## src/rtl/axil_burst_pkg.sv

```systemverilog
// Shared types and encodings for the AXI4-Lite burst master.
// FSM state enum, command mode codes and AXI response constants.
package axil_burst_pkg;

  typedef enum logic [2:0] {
    ST_IDLE = 3'd0,
    ST_AR   = 3'd1,
    ST_R    = 3'd2,
    ST_AW_W = 3'd3,
    ST_B    = 3'd4,
    ST_DONE = 3'd5
  } state_t;

  localparam logic [1:0] MODE_NOP  = 2'b00;
  localparam logic [1:0] MODE_WR   = 2'b01;
  localparam logic [1:0] MODE_RD   = 2'b10;
  localparam logic [1:0] MODE_COPY = 2'b11;

  localparam logic [1:0] RESP_OKAY = 2'b00;

  function automatic logic mode_has_rd(input logic [1:0] m);
    return (m == MODE_RD) || (m == MODE_COPY);
  endfunction

  function automatic logic mode_has_wr(input logic [1:0] m);
    return (m == MODE_WR) || (m == MODE_COPY);
  endfunction

endpackage

```

## src/rtl/axil_word_buf.sv

```systemverilog
// DEPTH x DATA_W word buffer: one synchronous write port, two combinational
// read ports (one feeds AXI write data, one is the user read-back port).
module axil_word_buf #(
  parameter  int DEPTH  = 4,
  parameter  int DATA_W = 32,
  localparam int IDX_W  = (DEPTH > 1) ? $clog2(DEPTH) : 1
) (
  input  logic              clk,
  input  logic              we,
  input  logic [IDX_W-1:0]  widx,
  input  logic [DATA_W-1:0] wdata,
  input  logic [IDX_W-1:0]  ra_idx,
  output logic [DATA_W-1:0] ra_data,
  input  logic [IDX_W-1:0]  rb_idx,
  output logic [DATA_W-1:0] rb_data
);

  logic [DATA_W-1:0] mem [DEPTH];

  // No reset: contents survive areset by design.
  always_ff @(posedge clk) begin
    if (we && (int'(widx) < DEPTH)) mem[widx] <= wdata;
  end

  assign ra_data = (int'(ra_idx) < DEPTH) ? mem[ra_idx] : '0;
  assign rb_data = (int'(rb_idx) < DEPTH) ? mem[rb_idx] : '0;

endmodule

```

## src/rtl/axil_burst_master.sv

```systemverilog
// AXI4-Lite master moving up to DEPTH words between a local buffer and memory
// (write, read, or read-then-write copy). Define AXIL_MST_ERR_STOP_EN to abort on error.
module axil_burst_master
  import axil_burst_pkg::*;
#(
  parameter  int ADDR_W = 32,
  parameter  int DATA_W = 32,
  parameter  int DEPTH  = 4,
  localparam int CNT_W  = $clog2(DEPTH + 1),
  localparam int IDX_W  = (DEPTH > 1) ? $clog2(DEPTH) : 1,
  localparam int STRB_W = DATA_W / 8
) (
  input  logic              aclk,
  input  logic              areset,
  input  logic              start,
  input  logic [1:0]        mode,
  input  logic [ADDR_W-1:0] wr_addr,
  input  logic [ADDR_W-1:0] rd_addr,
  input  logic [CNT_W-1:0]  count,
  input  logic              wbuf_we,
  input  logic [IDX_W-1:0]  wbuf_idx,
  input  logic [DATA_W-1:0] wbuf_data,
  input  logic [IDX_W-1:0]  rbuf_idx,
  output logic [DATA_W-1:0] rbuf_data,
  output logic              busy,
  output logic              wr_done,
  output logic              rd_done,
  output logic              err,
  output logic [ADDR_W-1:0] m_awaddr,
  output logic              m_awvalid,
  input  logic              m_awready,
  output logic [DATA_W-1:0] m_wdata,
  output logic [STRB_W-1:0] m_wstrb,
  output logic              m_wvalid,
  input  logic              m_wready,
  input  logic [1:0]        m_bresp,
  input  logic              m_bvalid,
  output logic              m_bready,
  output logic [ADDR_W-1:0] m_araddr,
  output logic              m_arvalid,
  input  logic              m_arready,
  input  logic [DATA_W-1:0] m_rdata,
  input  logic [1:0]        m_rresp,
  input  logic              m_rvalid,
  output logic              m_rready
);

`ifdef AXIL_MST_ERR_STOP_EN
  localparam bit ERR_STOP = 1'b1;
`else
  localparam bit ERR_STOP = 1'b0;
`endif
  localparam int BSH = $clog2(STRB_W);

  typedef struct packed {
    logic [1:0]        mode;
    logic [ADDR_W-1:0] wr_addr;
    logic [ADDR_W-1:0] rd_addr;
    logic [CNT_W-1:0]  cnt;
  } cmd_t;

  state_t            state, state_nxt;
  cmd_t              cmd;
  logic [CNT_W-1:0]  idx, cnt_in;
  logic              aw_pend, w_pend;
  logic              accept, last, stop_r, stop_b, r_bad, b_bad, aw_ok, w_ok;
  logic              buf_we;
  logic [IDX_W-1:0]  buf_widx;
  logic [DATA_W-1:0] buf_wdata, buf_rdata;

  assign cnt_in = (count > CNT_W'(DEPTH)) ? CNT_W'(DEPTH) : count;
  assign accept = start && (state == ST_IDLE) && (mode != MODE_NOP);
  assign last   = (idx == cmd.cnt - CNT_W'(1));
  assign r_bad  = (m_rresp != RESP_OKAY);
  assign b_bad  = (m_bresp != RESP_OKAY);
  assign stop_r = ERR_STOP && r_bad;
  assign stop_b = ERR_STOP && b_bad;
  // Each write channel completes independently; leave AW_W once both have.
  assign aw_ok  = !aw_pend || m_awready;
  assign w_ok   = !w_pend || m_wready;

  // Address/data derive only from latched command, idx and buffer, all frozen while waiting on ready.
  assign m_araddr = cmd.rd_addr + (ADDR_W'(idx) << BSH);
  assign m_awaddr = cmd.wr_addr + (ADDR_W'(idx) << BSH);
  assign m_wdata  = buf_rdata;
  assign m_wstrb  = '1;

  axil_word_buf #(.DEPTH(DEPTH), .DATA_W(DATA_W)) u_buf (
    .clk    (aclk),
    .we     (buf_we),
    .widx   (buf_widx),
    .wdata  (buf_wdata),
    .ra_idx (IDX_W'(idx)),
    .ra_data(buf_rdata),
    .rb_idx (rbuf_idx),
    .rb_data(rbuf_data)
  );

  always_ff @(posedge aclk) begin
    if (areset) state <= ST_IDLE;
    else        state <= state_nxt;
  end

  always_comb begin
    state_nxt = state;
    case (state)
      ST_IDLE: if (accept) begin
        if (cnt_in == '0)          state_nxt = ST_DONE;
        else if (mode == MODE_WR)  state_nxt = ST_AW_W;
        else                       state_nxt = ST_AR;
      end
      ST_AR:   if (m_arready) state_nxt = ST_R;
      ST_R:    if (m_rvalid) begin
        if (stop_r)    state_nxt = ST_DONE;
        else if (last) state_nxt = (cmd.mode == MODE_COPY) ? ST_AW_W : ST_DONE;
        else           state_nxt = ST_AR;
      end
      ST_AW_W: if (aw_ok && w_ok) state_nxt = ST_B;
      ST_B:    if (m_bvalid) state_nxt = (stop_b || last) ? ST_DONE : ST_AW_W;
      ST_DONE: state_nxt = ST_IDLE;
      default: state_nxt = ST_IDLE;
    endcase
  end

  always_comb begin
    m_arvalid = (state == ST_AR);
    m_rready  = (state == ST_R);
    m_awvalid = (state == ST_AW_W) && aw_pend;
    m_wvalid  = (state == ST_AW_W) && w_pend;
    m_bready  = (state == ST_B);
    busy      = (state == ST_AR) || (state == ST_R) || (state == ST_AW_W) || (state == ST_B);
    buf_we    = wbuf_we && ((state == ST_IDLE) || (state == ST_DONE));
    buf_widx  = wbuf_idx;
    buf_wdata = wbuf_data;
    if ((state == ST_R) && m_rvalid) begin
      buf_we    = 1'b1;
      buf_widx  = IDX_W'(idx);
      buf_wdata = m_rdata;
    end
  end

  always_ff @(posedge aclk) begin
    if (areset) begin
      cmd     <= '0;
      idx     <= '0;
      aw_pend <= 1'b0;
      w_pend  <= 1'b0;
      wr_done <= 1'b0;
      rd_done <= 1'b0;
      err     <= 1'b0;
    end else begin
      case (state)
        ST_IDLE: if (accept) begin
          cmd     <= '{mode: mode, wr_addr: wr_addr, rd_addr: rd_addr, cnt: cnt_in};
          idx     <= '0;
          err     <= 1'b0;
          aw_pend <= (mode == MODE_WR) && (cnt_in != '0);
          w_pend  <= (mode == MODE_WR) && (cnt_in != '0);
          // A zero-length op completes immediately, so its flags go straight to set.
          if (mode_has_rd(mode)) rd_done <= (cnt_in == '0);
          if (mode_has_wr(mode)) wr_done <= (cnt_in == '0);
        end
        ST_R: if (m_rvalid) begin
          if (r_bad) err <= 1'b1;
          if (stop_r || last) begin
            rd_done <= 1'b1;
            if (!stop_r && (cmd.mode == MODE_COPY)) begin
              idx     <= '0;
              aw_pend <= 1'b1;
              w_pend  <= 1'b1;
            end
          end else begin
            idx <= idx + CNT_W'(1);
          end
        end
        ST_AW_W: begin
          if (m_awready) aw_pend <= 1'b0;
          if (m_wready)  w_pend  <= 1'b0;
        end
        ST_B: if (m_bvalid) begin
          if (b_bad) err <= 1'b1;
          if (stop_b || last) begin
            wr_done <= 1'b1;
          end else begin
            idx     <= idx + CNT_W'(1);
            aw_pend <= 1'b1;
            w_pend  <= 1'b1;
          end
        end
        default: ;
      endcase
    end
  end

endmodule

```

## config.mk

```make
export PLATFORM = sky130hd
export DESIGN_NAME = axil_burst_master
export DESIGN_NICKNAME = d
export VERILOG_FILES = /design/src/rtl/axil_burst_pkg.sv /design/src/rtl/axil_word_buf.sv /design/src/rtl/axil_burst_master.sv
export SDC_FILE = /design/constraint.sdc
export NUM_CORES = 1
export LEC_CHECK = 0
export CORE_ASPECT_RATIO = 0.9
export CORE_MARGIN = 5
export CORE_UTILIZATION = 52
export DETAILED_ROUTE_END_ITERATION = 8
export PLACE_DENSITY = 0.95
export SLEW_MARGIN = 20
export SYNTH_ARGS = -nofsm -noshare
export SYNTH_HDL_FRONTEND = slang
export SYNTH_SLANG_ARGS = --single-unit
```

## constraint.sdc

```tcl
create_clock -name aclk -period 5 [get_ports aclk]
set_input_delay 0.5 -clock aclk [delete_from_list [all_inputs] [get_ports aclk]]
set_output_delay 0.5 -clock aclk [all_outputs]
set_load 0.01 [all_outputs]
```

==> flow_summary.yaml <==
timing:
  max_freq_mhz: 250
  setup-tns-final_ns: 0
  grt_setup_unrepaired: "no"
  finalMaxSlewViolations: 0
  slew_headroom_pct: 29.6
  finalHoldViolations: 0
  period_share_pct: 80.0
  fin_worst_skew_ns: 0.0166
  hold_slack_ns: 0.455
  setup_viol: 0
  timing.final.crit_period_ns: 4.00
  tightest_slew_ns: 1.05
  layout_setup_ws_ns: 1.00
hold_path:
  min-delay-start: "cmd[1]"
  min_delay_path_depth: 2
  worst_hold_path_type: "reg2reg"
worst_setup_path:
  cpMaxStageDelayCell: "nor4_1"
  cp_cell_sequence: "ha_1, a21o_1, a21oi_1, nor4_1, nand4_1, xnor2_1, clkdlybuf4s50_1"
  end_kind: "primary output"
  reg2regPathDepth: 6
  cp.required_ns: 4.50
  crit_path_max_fanout: 11
  worst_setup_path_start_kind: "register"
  cpPeakStageDelay_ns: 0.86
  path_class: "reg2out"
  crit_path_start: "idx[1]"
  r2r_start: "state[1]"
  worst_ep_arrival_time_ns: 3.50
final_layout:
  seqCellArea_um2: 5490
  area_delta_synth_final_pct: 37.8
  final_core_util_pct: 73.3
  drive_above_1_share_pct: 14.4
  multiInputGateArea_um2: 4580
  final_cell_mix: "clkdlybuf4s50_1 (284), nand2_1 (163), edfxtp_1 (128)"
  layout.nets: 1274
  fin_area_um2: 14200
  nFillCells: 1205
  final_common_cell: "clkdlybuf4s50_1"
cts:
  cts_tree: "done"
  clkLatencyLatePin_ns: 0.52
  cts_sinks: 210
  ctsHoldBuffers: 0
  clkTransAtPathRegs_ns: 0.06
  clk_path_buf_depth: 3
  cts_setup_buffers: 0
  cts_resized: 0
  clock-root-buffer: "clkbuf_16"
  htreeDepth: 1
  cts_buffers: 23
route:
  vias: 8057
  drc: 0
  wl_um: 30000
  antenna_left: 0
  viasPerCell: 5.83
  wl_per_cell_um: 21.7
  first_iter_violations: 393
  drt-pass1-iter-count: 5
synthesis:
  synth_cell_type_count: 53
  synth_top_area_cell: "edfxtp_1"
  ys_warn_count: 0
  syn_inst: 845
  syn_area_um2: 10300
  synth_flop_cell: "edfxtp_1"
  synth_seq_area_share_pct: 53.3
  synth_edf_count: 128
  avgSynthCellArea_um2: 12.2
  synthArstFlopShare_pct: 0
  ys_ff_latch: 210
  synth_top_area_share_pct: 37.4
  synthTopCellsByArea: "edfxtp_1 (37%), dfxtp_1 (16%), mux4_2 (14%)"
power:
  p_leak_nw: 4.81
  p_per_area_nw_per_um2: 418
  ir_drop_mv: 0.269
place:
  port_buffers: 286
  gp_congestion: 0.950
  hpwl_um: 21400
  pre_cts_slack_ns: 1.31
  placed_area_um2: 13300
run:
  maxCapViolCount: 0
global_routing:
  grt_max_degree: 58
  grt_usage_pct: 25.8
  overflow: 0
  antenna_found_initial: 5
  grt_pass1_vias: 8417
  grt_pass1_wl_um: 45400
die:
  pin_count: 291
  die_h_um: 143
  start_util_pct: 53.2
  fp.dieW_um: 158
  rows: 48
  dieArea_um2: 22700
  core_um2: 19300
run_status:
  status: "finished, final reports clean"
## metrics by stage
step	power, W	cells
2_1_floorplan	0.00331	848
3_3_place_gp	0.00406	1337
3_5_place_dp	0.00415	1338
4_1_cts	0.00595	1376
5_1_grt	0.00619	1382
6_report	0.00592	1382
## state kept, by name, indices dropped and copies added (netlist names), named ones only
register	flops
w_pend	1
state	3
idx	3
err	1
aw_pend	1
cmd	69
wr_done	1
u_buf.mem	128
rd_done	1
## report_power, final
group	switching, W	internal (W)	total (W)
Combinational	0.000868	0.000905	0.00177
Sequential	0.000214	0.00214	0.00236
Clock	0.000691	0.00110	0.00179
## cells by family after synthesis
| group | Yosys count | synth area share, % |
|---|---|---|
| simple gates | 290 | 13.4 |
| flops | 210 | 53.3 |
| compound gates | 114 | 6.15 |
| mux | 97 | 17.6 |
| buf+inv | 62 | 2.77 |
| xor+xnor | 61 | 5.34 |
| fa+ha+maj | 10 | 1.36 |
| other cells | 1 | 0.0364 |
## layout make-up
type                       instances  area share (%)
timing repair buffer             296            20.9
tap                              250            2.21
antenna                            5          0.0882
multi-input combinational        576            32.3
inverter                           7           0.185
clock buffer                      25            4.11
clock inverter                    13            1.46
sequential                       210            38.7
## final timing paths
check | to | slack, ns
setup / recovery | m_awaddr[31] | 1.00
setup reg to reg | u_buf.mem[0][15] | 1.39
hold / removal | cmd[1] | 0.45
hold reg to reg | cmd[1] | 0.45
## cells in the mapped netlist, types with 6 or more instances
| cell type | instances |
|---|---|
| nor3_1 | 11 |
| mux4_2 | 64 |
| nand2_1 | 163 |
| mux2_2 | 32 |
| a21oi_1 | 85 |
| buf_4 | 8 |
| edfxtp_1 | 128 |
| o21ai_0 | 9 |
| nand2b_1 | 10 |
| xnor2_1 | 43 |
| inv_1 | 6 |
| nand3b_1 | 8 |
| nand3_1 | 22 |
| buf_2 | 12 |
| clkbuf_1 | 28 |
| dfxtp_1 | 82 |
| and3_1 | 8 |
| xor2_1 | 17 |
| nand4_1 | 11 |
| nor2_1 | 22 |
| buf_1 | 6 |
| and4_1 | 10 |
| ha_1 | 8 |
## worst max-delay path: cells and delay by family, from the launching register on
kind	cells	cell delay, ns
XOR/XNOR	1	0.22
flip-flops	1	0.61
buffers and inverters	1	0.57
adder cells (fa/ha/maj)	1	0.25
AO/OA/AOI/OAI	2	0.27
AND/OR/NAND/NOR	2	1.07
## layer usage
layer  routed length (um)  share of wire (%)  GRT usage [%]
met1                10500                 35           28.9
met2                15300                 51           46.5
met3                 3080                 10           8.13
met4                 1090                3.6           9.16
met5                    0                  0              0
(Power assumes the default switching activity.)
